<file path="src/rtl/instr_fetch_unit_if.sv">
// instr_fetch_unit_if: instruction-memory request/ack, issue handshake, decoded fields and branch redirect
interface instr_fetch_unit_if #(
  parameter int ADDR_W = 8,
  parameter int DATA_W = 16
);
  logic              imem_req;
  logic [ADDR_W-1:0] imem_addr;
  logic              imem_ack;
  logic [DATA_W-1:0] imem_rdata;
  logic              instr_valid;
  logic              instr_ready;
  logic [2:0]        opcode;
  logic [2:0]        rs;
  logic [2:0]        rt;
  logic [2:0]        rd;
  logic [6:0]        imm;
  logic [ADDR_W-1:0] instr_pc;
  logic              br_valid;
  logic [ADDR_W-1:0] br_target;
  modport master (
    output imem_req, imem_addr, instr_valid, opcode, rs, rt, rd, imm, instr_pc,
    input  imem_ack, imem_rdata, instr_ready, br_valid, br_target
  );
  modport slave (
    input  imem_req, imem_addr, instr_valid, opcode, rs, rt, rd, imm, instr_pc,
    output imem_ack, imem_rdata, instr_ready, br_valid, br_target
  );
endinterface

</file>
<file path="src/rtl/instr_fetch_unit.sv">
// instr_fetch_unit: PC/IR fetch stage with req/ack memory port and branch redirect.
// Define PREFETCH_BUF_EN to replace the single IR with a 2-entry prefetch FIFO.
module instr_fetch_unit #(
  parameter int                ADDR_W   = 8,
  parameter int                DATA_W   = 16,
  parameter logic [ADDR_W-1:0] RESET_PC = '0
) (
  input logic                clk,
  input logic                reset,
  instr_fetch_unit_if.master bus
);
  logic [ADDR_W-1:0] pc, addr, pc_inc, ipc;
  logic [DATA_W-1:0] ir;
  logic              req, valid, discard, ack;
  assign pc_inc = pc + ADDR_W'(1);
  assign ack = req & bus.imem_ack;
  assign bus.imem_req = req;
  assign bus.imem_addr = addr;
  assign bus.instr_valid = valid;
  assign bus.instr_pc = ipc;
  assign bus.opcode = ir[15:13];
  assign bus.rs = ir[12:10];
  assign bus.rt = ir[9:7];
  assign bus.rd = ir[6:4];
  assign bus.imm = ir[6:0];
`ifdef PREFETCH_BUF_EN
  logic [DATA_W-1:0] q_word [2];
  logic [ADDR_W-1:0] q_pc [2];
  logic              rd_ptr, push, pop;
  logic [1:0]        cnt, cnt_n;
  assign push = ack & ~discard & ~bus.br_valid;
  assign pop = valid & bus.instr_ready & ~bus.br_valid;
  assign cnt_n = cnt + 2'(push) - 2'(pop);
  assign valid = cnt != 2'd0;
  assign ir = q_word[rd_ptr];
  assign ipc = q_pc[rd_ptr];
  // cnt holds filled entries; a raised req is the one in-flight slot, so req drops at cnt=2
  always_ff @(posedge clk)
    if (reset) begin
      pc <= RESET_PC;
      addr <= RESET_PC;
      req <= 1'b0;
      discard <= 1'b0;
      cnt <= '0;
      rd_ptr <= 1'b0;
      q_word <= '{default: '0};
      q_pc <= '{default: '0};
    end else if (bus.br_valid) begin
      cnt <= '0;
      rd_ptr <= 1'b0;
      req <= 1'b1;
      pc <= bus.br_target;
      if (req && !ack) discard <= 1'b1;
      else begin
        addr <= bus.br_target;
        discard <= 1'b0;
      end
    end else begin
      if (ack && discard) begin
        discard <= 1'b0;
        addr <= pc;
      end
      if (push) begin
        q_word[rd_ptr ^ cnt[0]] <= bus.imem_rdata;
        q_pc[rd_ptr ^ cnt[0]] <= addr;
        pc <= pc_inc;
        addr <= pc_inc;
      end
      if (pop) rd_ptr <= ~rd_ptr;
      cnt <= cnt_n;
      req <= cnt_n != 2'd2;
    end
`else
  typedef enum logic {FETCH, HOLD} state_t;
  state_t state;
  // a redirect during an outstanding request keeps addr until the ack, then drops that word
  always_ff @(posedge clk)
    if (reset) begin
      state <= FETCH;
      pc <= RESET_PC;
      addr <= RESET_PC;
      req <= 1'b0;
      valid <= 1'b0;
      discard <= 1'b0;
      ir <= '0;
      ipc <= '0;
    end else if (state == HOLD) begin
      if (bus.br_valid || bus.instr_ready) begin
        state <= FETCH;
        valid <= 1'b0;
        req <= 1'b1;
      end
      if (bus.br_valid) begin
        pc <= bus.br_target;
        addr <= bus.br_target;
      end
    end else if (bus.br_valid) begin
      req <= 1'b1;
      pc <= bus.br_target;
      if (req && !ack) discard <= 1'b1;
      else begin
        addr <= bus.br_target;
        discard <= 1'b0;
      end
    end else begin
      req <= 1'b1;
      if (ack && discard) begin
        discard <= 1'b0;
        addr <= pc;
      end else if (ack) begin
        ir <= bus.imem_rdata;
        ipc <= addr;
        pc <= pc_inc;
        addr <= pc_inc;
        valid <= 1'b1;
        req <= 1'b0;
        state <= HOLD;
      end
    end
`endif
endmodule

</file>
<file path="src/flat_wrapper.sv">
// flat-port wrapper written by rule: the top's interface ports become plain ports
module instr_fetch_unit_flat 
#(
  parameter int                ADDR_W   = 8,
  parameter int                DATA_W   = 16,
  parameter logic [ADDR_W-1:0] RESET_PC = '0
)
  (clk, reset, bus_imem_req, bus_imem_addr, bus_instr_valid, bus_opcode, bus_rs, bus_rt, bus_rd, bus_imm, bus_instr_pc, bus_imem_ack, bus_imem_rdata, bus_instr_ready, bus_br_valid, bus_br_target);
  instr_fetch_unit_if #(.ADDR_W(ADDR_W), .DATA_W(DATA_W)) bus_i ();
  input logic clk;
  input logic reset;
  output wire logic [$bits(bus_i.imem_req)-1:0] bus_imem_req;
  output wire logic [$bits(bus_i.imem_addr)-1:0] bus_imem_addr;
  output wire logic [$bits(bus_i.instr_valid)-1:0] bus_instr_valid;
  output wire logic [$bits(bus_i.opcode)-1:0] bus_opcode;
  output wire logic [$bits(bus_i.rs)-1:0] bus_rs;
  output wire logic [$bits(bus_i.rt)-1:0] bus_rt;
  output wire logic [$bits(bus_i.rd)-1:0] bus_rd;
  output wire logic [$bits(bus_i.imm)-1:0] bus_imm;
  output wire logic [$bits(bus_i.instr_pc)-1:0] bus_instr_pc;
  input wire logic [$bits(bus_i.imem_ack)-1:0] bus_imem_ack;
  input wire logic [$bits(bus_i.imem_rdata)-1:0] bus_imem_rdata;
  input wire logic [$bits(bus_i.instr_ready)-1:0] bus_instr_ready;
  input wire logic [$bits(bus_i.br_valid)-1:0] bus_br_valid;
  input wire logic [$bits(bus_i.br_target)-1:0] bus_br_target;
  assign bus_imem_req = bus_i.imem_req;
  assign bus_imem_addr = bus_i.imem_addr;
  assign bus_instr_valid = bus_i.instr_valid;
  assign bus_opcode = bus_i.opcode;
  assign bus_rs = bus_i.rs;
  assign bus_rt = bus_i.rt;
  assign bus_rd = bus_i.rd;
  assign bus_imm = bus_i.imm;
  assign bus_instr_pc = bus_i.instr_pc;
  assign bus_i.imem_ack = bus_imem_ack;
  assign bus_i.imem_rdata = bus_imem_rdata;
  assign bus_i.instr_ready = bus_instr_ready;
  assign bus_i.br_valid = bus_br_valid;
  assign bus_i.br_target = bus_br_target;
  instr_fetch_unit #(.ADDR_W(ADDR_W), .DATA_W(DATA_W), .RESET_PC(RESET_PC)) u_core (.clk(clk), .reset(reset), .bus(bus_i));
endmodule
</file>
<file path="config.mk">
export PLATFORM = sky130hd
export DESIGN_NAME = instr_fetch_unit_flat
export DESIGN_NICKNAME = d
export VERILOG_FILES = /design/src/rtl/instr_fetch_unit_if.sv /design/src/rtl/instr_fetch_unit.sv /design/src/flat_wrapper.sv
export SDC_FILE = /design/constraint.sdc
export NUM_CORES = 1
export LEC_CHECK = 0
export ABC_AREA = 1
export CAP_MARGIN = 15
export CORE_ASPECT_RATIO = 0.6
export CORE_MARGIN = 8
export CORE_UTILIZATION = 49
export CTS_CLUSTER_SIZE = 12
export DETAILED_ROUTE_END_ITERATION = 10
export PLACE_DENSITY = 0.9
export SETUP_SLACK_MARGIN = 0.02
export SYNTH_ARGS = -nofsm -noshare
export SYNTH_HDL_FRONTEND = slang
export SYNTH_SLANG_ARGS = --single-unit
</file>
<file path="constraint.sdc">
create_clock -name clk -period 3.15 [get_ports clk]
set_input_delay 0.315 -clock clk [delete_from_list [all_inputs] [get_ports clk]]
set_output_delay 0.315 -clock clk [all_outputs]
set_load 0.005 [all_outputs]
</file>
==> metrics.cfg <==
[detailed_routing]
firstDrtPassIters = 5
postRouteAntennaNets = 0
wl_met2_um = 2235
wl_met3_um = 588
maxUsedRoutingLayer = met4
routedWlPerCell_um = 14.39
num_vias = 2071
drt-met1-wl_um = 2797
drcViolationCount = 0
post_drt_via_cell_ratio = 5.270
drt_iter0_drc = 136
drt-total-wl_um = 5657

[floorplanning]
die_area_um2 = 6534
coreArea_um2 = 4054
pin_count = 66
fp.dieW_um = 99.16
start_util_pct = 50.15
die_h_um = 65.90
rows = 18

[final_layout]
area_growth_pct = 36.31
drive_gt1_share_pct = 6.122
num_antenna_cells = 0
nFillCells = 334
nets = 372

[setup_path]
crit_type = input port to flop
crit_path_end_kind = flop
start_kind = input port
crit_path_max_fanout = 26
cp.arrival_ns = 2.13
required_ns = 3.34

[clock_tree]
cts_tree = done
max-clock-path-buffers = 2
hold_buffers = 0
numCtsBuffers = 5
cts_root_buf = clkbuf_8
ctsHtreeMaxLevel = 2
cts_resized = 0
cts.sinks = 44
clk_latency_ns = 0.30
post_cts_buffers = 0
clk_pin_slew_ns = 0.08

[power_and_ir_drop]
ir_drop_mv = 0.3007
power.switching_w = 0.0003459
power_density_nw_per_um2 = 468.6
seqPwrFrac_pct = 48.4
p_sw_share_pct = 26.63
p_int_w = 0.0009529
p_leak_nw = 1.142
p_clk_share_pct = 34.0
combPwrFrac_pct = 17.6
finalPower_w = 0.001299

[grt]
grt_pass1_vias = 1898
antenna_found_initial = 0
grtUsageTotal_pct = 17.01
grt_first_pass_wirelength_um = 9114
grt_max_degree = 40
overflow = 0

[synth]
synth_cells = 284
synth_top_area_cell = dfxtp_1
yosys_register_bits = 44
ys_seq_area_share_pct = 43.32
synth_warnings = 0
syn_nets = 314
ys_types = 25
synth_top_area_share_pct = 43.32
syn_avg_cell_area_um2 = 7.159
ys_top_cells_by_area = dfxtp_1, nor2_1, o21ai_0
synth_area_um2 = 2033

[sta]
rsz0062_at_grt = false
skew_ns = 0.009402
fmax_mhz = 515.0
fin_tns_setup_ns = 0
fin_crit_sh_pct = 61.64
finalSetupViolations = 0
slew_headroom_pct = 38.14
fin_crit_ns = 1.942
finalHoldViolCount = 0
worst_slew_pin_slew_ns = 0.9268
maxSlewViolCount = 0

[job]
drv_cap = 0

[place]
gp_congestion = 0.9636
io_buffer_count = 65
dp_hpwl_um = 4284

[hold_path]
hp-class = flop to flop

[status]
status = finished, final reports clean

-- power groups by stage --
stage          combinational (W)  clock [W]  sequential, W
6_report                0.000229   0.000441       0.000629
2_1_floorplan           0.000112          0       0.000634
4_1_cts                 0.000229   0.000444       0.000628
3_3_place_gp            0.000222          0       0.000640
3_5_place_dp            0.000227          0       0.000640
5_1_grt                 0.000252   0.000469       0.000634
-- layer usage --
metal	vias to the layer above	global-route usage [%]
met2	87	24.20
met1	933	23.61
met4	0	3.933
met3	5	6.303
li1	1046	-
met5	-	0
-- per-stage QoR --
step | hold slack [ns] | cells | area (um2) | worst slack [ns] | utilization, %
global route | 0.4961 | 393 | 2771 | 1.052 | 68.36
floorplan | 0.3841 | 284 | 2033 | 1.882 | -
finish | 0.4825 | 393 | 2771 | 1.208 | 68.36
detailed placement | 0.4628 | 385 | 2656 | 0.8957 | 65.52
CTS | 0.4783 | 393 | 2771 | 1.213 | 68.36
global placement | 0.4623 | 385 | 2656 | 1.006 | 65.52
-- Yosys cell counts (all sizes together) --
master and count:
nand2 46, ha 1, buf 10, inv 19, nor3 1, o22ai 1
o21ai 43, nor2 57, clkbuf 4, a21oi 32, dfxtp 44, nand3 20
xnor2 2, a31oi 1, a21boi 3
-- worst max-delay path, cell delays in order --
cell	delay, ns
clkdlybuf4s50_1	0.67
inv_2	0.19
nand2_2	0.11
nor2_4	0.42
inv_4	0.21
nor2_1	0.14
nor2_1	0.05
-- logic make-up (layout without fill, tap and decap cells) --
logic type                 count (synthesis)  after routing  synth area share, %
DFF                                       44             44                43.32
xor gates and xnor gates                   2              2               0.8617
and+or+nand+nor                          124            124                26.71
buffers and inverters                     33             92                8.308
AOI/OAI and AO/OA                         80             80                20.18
adders and majority gates                  1              1               0.6153
-- flip-flops by register name, indices dropped and copies added (netlist names) --
signal	flops
u_core.discard	1
u_core.state	1
u_core.pc	8
u_core.ir	16
u_core.bus.instr_valid	1
u_core.bus.instr_pc	8
u_core.bus.imem_req	1
u_core.bus.imem_addr	8
-- cell type report --
cell class / count / area [um2] / area share (%)
Clock buffer: 5 / 68.82 / 2.483
Tap cell: 50 / 62.56 / 2.257
Sequential cell: 44 / 880.8 / 31.78
Multi-Input combinational cell: 207 / 983.4 / 35.49
Timing Repair Buffer: 65 / 650.6 / 23.48
Inverter: 19 / 78.83 / 2.844
Clock inverter: 3 / 46.29 / 1.670
-- cells in the final DEF, fill, tap and decap left out, drive strengths merged --
cell | netlist | layout
clkdlybuf4s50 | 0 | 65
nor2 | 57 | 57
nand2 | 46 | 46
dfxtp | 44 | 44
o21ai | 43 | 43
a21oi | 32 | 32
nand3 | 20 | 20
inv | 19 | 20
clkbuf | 4 | 5
a21boi | 3 | 3
xnor2 | 2 | 2
o22ai | 1 | 1
nor3 | 1 | 1
a31oi | 1 | 1
ha | 1 | 1
bufinv | 0 | 1
clkinvlp | 0 | 1
-- path summary, 6_finish.rpt --
path | start | endpoint | slack (ns) | cells past startpoint
worst max-delay path | bus_br_valid | u_core.ir[7] | 1.21 | 7
worst min-delay path | u_core.bus.instr_valid | u_core.bus.instr_valid | 0.48 | 2
worst max register to register | u_core.state | u_core.ir[7] | 1.42 | 6
worst min register to register | u_core.bus.instr_valid | u_core.bus.instr_valid | 0.48 | 2
Power figures use the tool's default switching activity.
